<file path="src/rtl/deserializer_multilane.sv">
// Framed multi-lane serial-to-parallel converter: LANES bits per enabled beat, LENGTH-bit words,
// valid/ready output with sticky overflow and mid-word framing-error pulse.
module deserializer_multilane #(
    parameter int unsigned LENGTH    = 24,
    parameter int unsigned LANES     = 2,
    parameter int unsigned MSB_FIRST = 0
) (
    input  logic              i_clk,
    input  logic              i_rst_n,
    input  logic              i_en,
    input  logic [LANES-1:0]  iv_din,
    input  logic              i_frame,
    input  logic              i_clr_ovf,
    output logic [LENGTH-1:0] ov_dout,
    output logic              o_dout_valid,
    input  logic              i_dout_ready,
    output logic              o_overflow,
    output logic              o_sync_err
);

    localparam int unsigned BEATS  = LENGTH / LANES;
    localparam int unsigned CNT_W  = $clog2(BEATS);
    localparam int unsigned BASE_W = $clog2(LENGTH);
    localparam logic [CNT_W-1:0] LAST_BEAT = CNT_W'(BEATS - 1);

    if ((LENGTH % LANES) != 0 || LENGTH < 2 * LANES) begin : g_bad_params
        $error("deserializer_multilane: LENGTH must be a multiple of LANES and >= 2*LANES");
    end

    typedef enum logic {
        StHunt,
        StAcq
    } state_t;

    state_t              r_state;
    logic [CNT_W-1:0]    r_cnt;
    logic [LENGTH-1:0]   r_shift;
    logic [LENGTH-1:0]   r_dout;
    logic                r_valid;
    logic                r_overflow;
    logic                r_sync_err;

    logic [CNT_W-1:0]    w_idx;
    logic [BASE_W-1:0]   w_base;
    logic [LENGTH-1:0]   w_shift_next;
    logic                w_complete;
    logic                w_drop;

    // A framed beat always restarts at slot 0 with the stale partial word cleared.
    assign w_idx      = i_frame ? '0 : r_cnt;
    assign w_complete = i_en && !i_frame && (r_state == StAcq) && (r_cnt == LAST_BEAT);
    assign w_drop     = w_complete && r_valid && !i_dout_ready;

    always_comb begin
        w_base = '0;
        if (MSB_FIRST != 0) begin
            w_base = BASE_W'(LENGTH - (32'(w_idx) + 32'd1) * LANES);
        end else begin
            w_base = BASE_W'(32'(w_idx) * LANES);
        end
        w_shift_next = i_frame ? '0 : r_shift;
        w_shift_next[w_base +: LANES] = iv_din;
    end

    always_ff @(posedge i_clk or negedge i_rst_n) begin
        if (!i_rst_n) begin
            r_state    <= StHunt;
            r_cnt      <= '0;
            r_shift    <= '0;
            r_dout     <= '0;
            r_valid    <= 1'b0;
            r_overflow <= 1'b0;
            r_sync_err <= 1'b0;
        end else begin
            r_sync_err <= 1'b0;
            if (i_en) begin
                case (r_state)
                    StHunt: begin
                        if (i_frame) begin
                            r_shift <= w_shift_next;
                            r_cnt   <= CNT_W'(1);
                            r_state <= StAcq;
                        end
                    end
                    StAcq: begin
                        r_shift <= w_shift_next;
                        if (i_frame) begin
                            r_cnt      <= CNT_W'(1);
                            r_sync_err <= 1'b1;
                        end else if (r_cnt == LAST_BEAT) begin
                            r_cnt   <= '0;
                            r_state <= StHunt;
                        end else begin
                            r_cnt <= r_cnt + CNT_W'(1);
                        end
                    end
                    default: r_state <= StHunt;
                endcase
            end

            // A completing word may replace one being consumed this same cycle.
            if (w_complete && (!r_valid || i_dout_ready)) begin
                r_dout  <= w_shift_next;
                r_valid <= 1'b1;
            end else if (r_valid && i_dout_ready) begin
                r_valid <= 1'b0;
            end

            if (w_drop) begin
                r_overflow <= 1'b1;
            end else if (i_clr_ovf) begin
                r_overflow <= 1'b0;
            end
        end
    end

    assign ov_dout      = r_dout;
    assign o_dout_valid = r_valid;
    assign o_overflow   = r_overflow;
    assign o_sync_err   = r_sync_err;

endmodule

</file>
<file path="config.mk">
export PLATFORM = sky130hd
export DESIGN_NAME = deserializer_multilane
export DESIGN_NICKNAME = d
export VERILOG_FILES = /design/src/rtl/deserializer_multilane.sv
export SDC_FILE = /design/constraint.sdc
export NUM_CORES = 1
export LEC_CHECK = 0
export BUFFER_PORTS_ARGS = -buffer_cell sky130_fd_sc_hd__buf_2
export CORE_AREA = 2 2 72 80
export DETAILED_ROUTE_END_ITERATION = 7
export DIE_AREA = 0 0 74 82
export PLACE_DENSITY = 0.79
export SYNTH_ARGS = -nofsm -noshare
export SYNTH_HDL_FRONTEND = slang
export SYNTH_SLANG_ARGS = --single-unit
</file>
<file path="constraint.sdc">
create_clock -name i_clk -period 5 [get_ports i_clk]
set_input_delay 0.5 -clock i_clk [delete_from_list [all_inputs] [get_ports i_clk]]
set_output_delay 0.5 -clock i_clk [all_outputs]
set_load 0.03 [all_outputs]
</file>
# Word level (Yosys, flattened, before mapping)
# Cells that the tools add are included.
# totals
regBits	56
# classes
muxes	19
n_bitwise	1
n_reduce_logical	14
add_sub_neg	2
shift	2
n_eq_ne	2
# op_table
cell	count
$mux 24	2
$pmux 24 s2	1
$bwmux 24	1
$shift 2x7->24 const A	1
$shiftx 2x7->24	1
$mux 4	4
$mux 1	9
$pmux 4 s2	1
$logic_and 1x1->1	7
$neg 5->7	1
$add 4x1->4 const B	1
$eq 4x4->1 const B	1
$reduce_bool 2->1	2
$logic_not 1->1	3
$ne 2x2->1 const B	1
$pmux 1 s2	1
$reduce_and 2->1	1
$logic_or 1x1->1	1
$not 1->1	1

# Longest topological paths before layout
# depth
depth_word	7
depth_mapped	11

# Worst setup path after synthesis
# No wires, ideal clock.
# synth_path
path_type	input port to flip-flop
from	input port i_frame
to	register r_dout[16], in the netlist ov_dout[16]
arrival_ps	2436
setup_ps	82
stages	11
setup_slack_ps	2483
required_ps	4918
cell_sequence	buf_2 > buf_2 > nor2b_1 > inv_1 > ha_1 > clkbuf_2 > or3b_2 > o41ai_4 > buf_6 > nand3_1 > a31oi_1
# synth_between
elab_chain_len	5
# synth_rtl
element	line	text
from (decl)	12	input logic i_frame,
parallel branches: the longest is 5 deep, another holds $neg 5->7	n/a	
to (signal assigned)	103	r_dout <= w_shift_next;
to (decl)	38	logic [LENGTH-1:0] r_dout;
# Parallel ways; which one is timed is not known.
# A chain may end at the register's enable or synchronous reset.

# Worst setup path after layout
# layout_path
from	register r_cnt[0]
to	register r_dout[21], in the netlist ov_dout[21]
# layout_between
elab_chain_len	4
# layout_rtl
element	line	text
from (decl)	36	logic [CNT_W-1:0] r_cnt;
from (signal assigned)	94	r_cnt <= r_cnt + CNT_W'(1);
$mux 4	50	assign w_idx = i_frame ? '0 : r_cnt;
$neg 5->7	62	w_shift_next[w_base +: LANES] = iv_din;
$shiftx 2x7->24 / $shift 2x7->24 (equally long branches)	62	
$bwmux 24	62	
# Several ways; a longest one is shown, not always the timed one.

==> out/metrics.csv <==
stage;metric;value;unit
power_and_ir_drop;Peak VDD IR;0.182;mV
die;Die Area;0.00607;sq mm
clock_network;Hold Buf Count CTS;0;
clock_network;# resized after CTS;0;
placed_design;placement-stage cell area;0.00322;sq mm
sta;slew margin rel.;36.4;%
clock_network;CTS Buf Count;5;
critical_path;crit-path max FO;15;
critical_path;WS Path Type;reg2reg;
die;Die Y;82;um
critical_path;Reg2Reg Depth;6;
routing;Total Routed Length;7.18;mm
global_routing;gr ovfl total;0;
routing;Residual DRC;0;
placed_design;total placed cells including tap cells;416;
synth;Syn Inst Count;329;
clock_network;Worst-path clk slew;0.10;ns
synth;prevailing post-synth register cell;dfrtp_1;
finish;most common cell after layout, fill and taps aside;dfrtp_1;
sta;final setup vio count;0;
finish;Layout Cells excl Fill;424;
synth;synthesis-stage register bit count;56;
routing;first-pass iteration count of the detailed router;4;
sta;Worst-Margin Slew;0.951;ns
worst_hold_path;worst hold path type;in2async;
sta;crit path time final;2.82;ns
clock_network;worst-case clock buffer depth;2;
sta;setup_tns;0;ns
synth;largest family of logic cells by synthesized area;compound AO/OA/AOI/OAI gates;
placed_design;pre-CTS setup slack;1.99;ns
routing;routed len/inst;16.9;um
sta;RSZ-0062 raised after global routing;no;
synth;Post-Synth Simple-Gate Area;21.0;%
global_routing;vias in the first global route;2432;
routing;Routed Antenna Nets;0;
critical_path;Worst R2R End;ov_dout[21];
routing;Vias per Instance;6.23;
synth;post-synthesis xor/xnor area fraction;0;%
clock_network;CTS tree;built;
global_routing;first-pass GRT wire length;12.0;mm
power_and_ir_drop;Pwr Density;311;mW/mm^2
die;Rows;28;
clock_network;worst skew pair latency;0.30;ns
synth;async set-reset flop share out of synthesis;100;%
synth;Distinct cells, synth;51;
critical_path;Critical R2R Launch;r_cnt[0];
sta;Setup WS post-layout;2.18;ns
finish;Core Util, Final;62.5;%
critical_path;Crit path required time;5.23;ns
global_routing;largest net degree at the start of global routing;57;
synth;adder-cell share of the synthesized area;2.05;%
critical_path;Worst R2R Setup Slack;2.18;ns
die;core area;0.00529;sq mm
clock_network;Post-CTS Setup Repair Bufs;0;
placed_design;Port Buffers;34;
run_status;status;finished, final reports clean;
placed_design;Detailed Place HPWL;4.88;mm
clock_network;CTS root buf;clkbuf_8;
finish;P&R area growth vs syn;8.15;%
global_routing;GRT Util Overall;25.6;%
synth;Synth Area in Compound Gates;24.8;%
clock_network;htree depth;2;
finish;antenna cells;0;
synth;syn nets;342;
sta;fin crit share;56.3;%
sta;achievable frequency;355;MHz
sta;Max Slew Vio Count;0;
power_and_ir_drop;P_leak;1.48;nW
finish;most frequent cells in the layout;dfrtp_1 (56), nand2_1 (44), buf_2 (34), o211ai_1 (23), o21ai_0 (21);
clock_network;clk sink count;56;
finish;share of post-route cells with drive strength above 1;16.9;%
finish;NumNets Final;361;
critical_path;CP Capture Type;flip-flop;
sta;clk_skew;0.00283;ns
placed_design;gpl congestion;0.873;
critical_path;Crit path arrival time;3.05;ns
synth;Post-Syn Area;0.00306;sq mm
sta;final hold violation count;0;
routing;Initial DRC Count;182;
synth;post-synthesis mux area share;0.655;%
flow_run;max-cap violations;0;
synth;Avg Cell Area, Syn;9.29;sq um
critical_path;startpoint types;flip-flop;
die;DIE WIDTH;74;um
die;Starting Density;57.8;%
synth;YS warnings;0;
synth;register area share after synthesis;45.8;%
routing;via count;2641;
global_routing;initial antenna violation count;0;
synth;number of synthesized flops with an enable pin;0;
die;# IOs;35;
finish;Final Cell Area;0.00331;sq mm
-- cell families after synthesis --
group,Yosys count
and+or+nand+nor,123
muxes,2
DFF,56
adders and majority gates,5
buffers and inverters,38
AOI/OAI and AO/OA,105
-- worst max-delay path by stage --
stage / start / end / slack (ns)
after CTS: r_cnt[0] / ov_dout[21] / 2.25
after global routing: r_cnt[0] / ov_dout[21] / 1.89
after detailed placement: i_frame / ov_dout[10] / 1.99
after floorplan: i_frame / ov_dout[16] / 2.48
after global placement: i_frame / ov_dout[11] / 2.08
final: r_cnt[0] / ov_dout[21] / 2.18
-- critical path, cell delays in order (launching register included) --
cell and delay, ns:
dfrtp_1 0.72, nand2b_1 0.28, ha_1 0.47, or3_4 0.39
nor3_1 0.49, o21ai_0 0.20, a31oi_1 0.19
-- layer usage --
metal | global-route usage [%] | up-vias | routed length, um
li1 | - | 1257 | -
met5 | 0 | - | 0
met4 | 7.64 | 0 | 123
met2 | 41.9 | 81 | 3500
met3 | 4.42 | 13 | 353
met1 | 34.7 | 1290 | 3210
-- cells in the mapped netlist (all sizes together), types with 2 or more instances --
| cell type | n | share of area (%) |
|---|---|---|
| nor4 | 2 | 0.41 |
| nand2b | 3 | 0.61 |
| dfrtp | 56 | 46 |
| o211ai | 23 | 5.6 |
| a21oi | 5 | 0.82 |
| buf | 13 | 2.6 |
| a22o | 4 | 1.1 |
| and3 | 7 | 1.4 |
| clkbuf | 11 | 1.4 |
| nand3 | 16 | 2.6 |
| ha | 5 | 2.0 |
| o21a | 2 | 0.49 |
| o21ai | 24 | 3.9 |
| o31ai | 5 | 1.2 |
| nor4b | 2 | 0.98 |
| nor3b | 3 | 0.74 |
| a31oi | 14 | 3.1 |
| a31o | 5 | 1.4 |
| nand2 | 46 | 5.8 |
| o2111ai | 4 | 1.1 |
| or3 | 3 | 0.78 |
| o2bb2ai | 4 | 1.1 |
| mux2i | 2 | 0.65 |
| a211o | 6 | 1.7 |
| nor3 | 7 | 1.1 |
| nor2 | 14 | 1.7 |
| inv | 14 | 1.7 |
| nor2b | 7 | 1.4 |
| o22ai | 3 | 0.61 |
| nand4 | 6 | 1.2 |
-- layout make-up --
| cell class | instances | area, sq um |
|---|---|---|
| Clock inverter | 1 | 8.76 |
| Inverter | 14 | 52.6 |
| Timing Repair Buffer | 36 | 185 |
| Sequential cell | 56 | 1400 |
| Fill cell | 463 | 1980 |
| Clock buffer | 7 | 76.3 |
| Tap cell | 75 | 93.8 |
| Multi-Input combinational cell | 235 | 1490 |
-- power breakdown --
group / internal, W / switching, W / leakage [nW]
sequential: 0.000494 / 0.0000395 / 0.762
combinational: 0.0000827 / 0.000170 / 0.677
clock: 0.000101 / 0.000142 / 0.0424
total: 0.000677 / 0.000351 / 1.48
-- state kept, by name, indices dropped and copies added (netlist names) --
register and count:
o_sync_err 1, r_shift 24, ov_dout 24, o_dout_valid 1, r_cnt 4, r_state 1
o_overflow 1
-- through the flow --
step | power, W | hold WS (ns)
finish | 0.00103 | 0.316
CTS | 0.00103 | 0.348
detailed placement | 0.000793 | 0.465
floorplan | 0.000728 | 0.204
global placement | 0.000783 | 0.458
global route | 0.00109 | 0.356
Note: power is estimated with default switching activity, not from simulation.
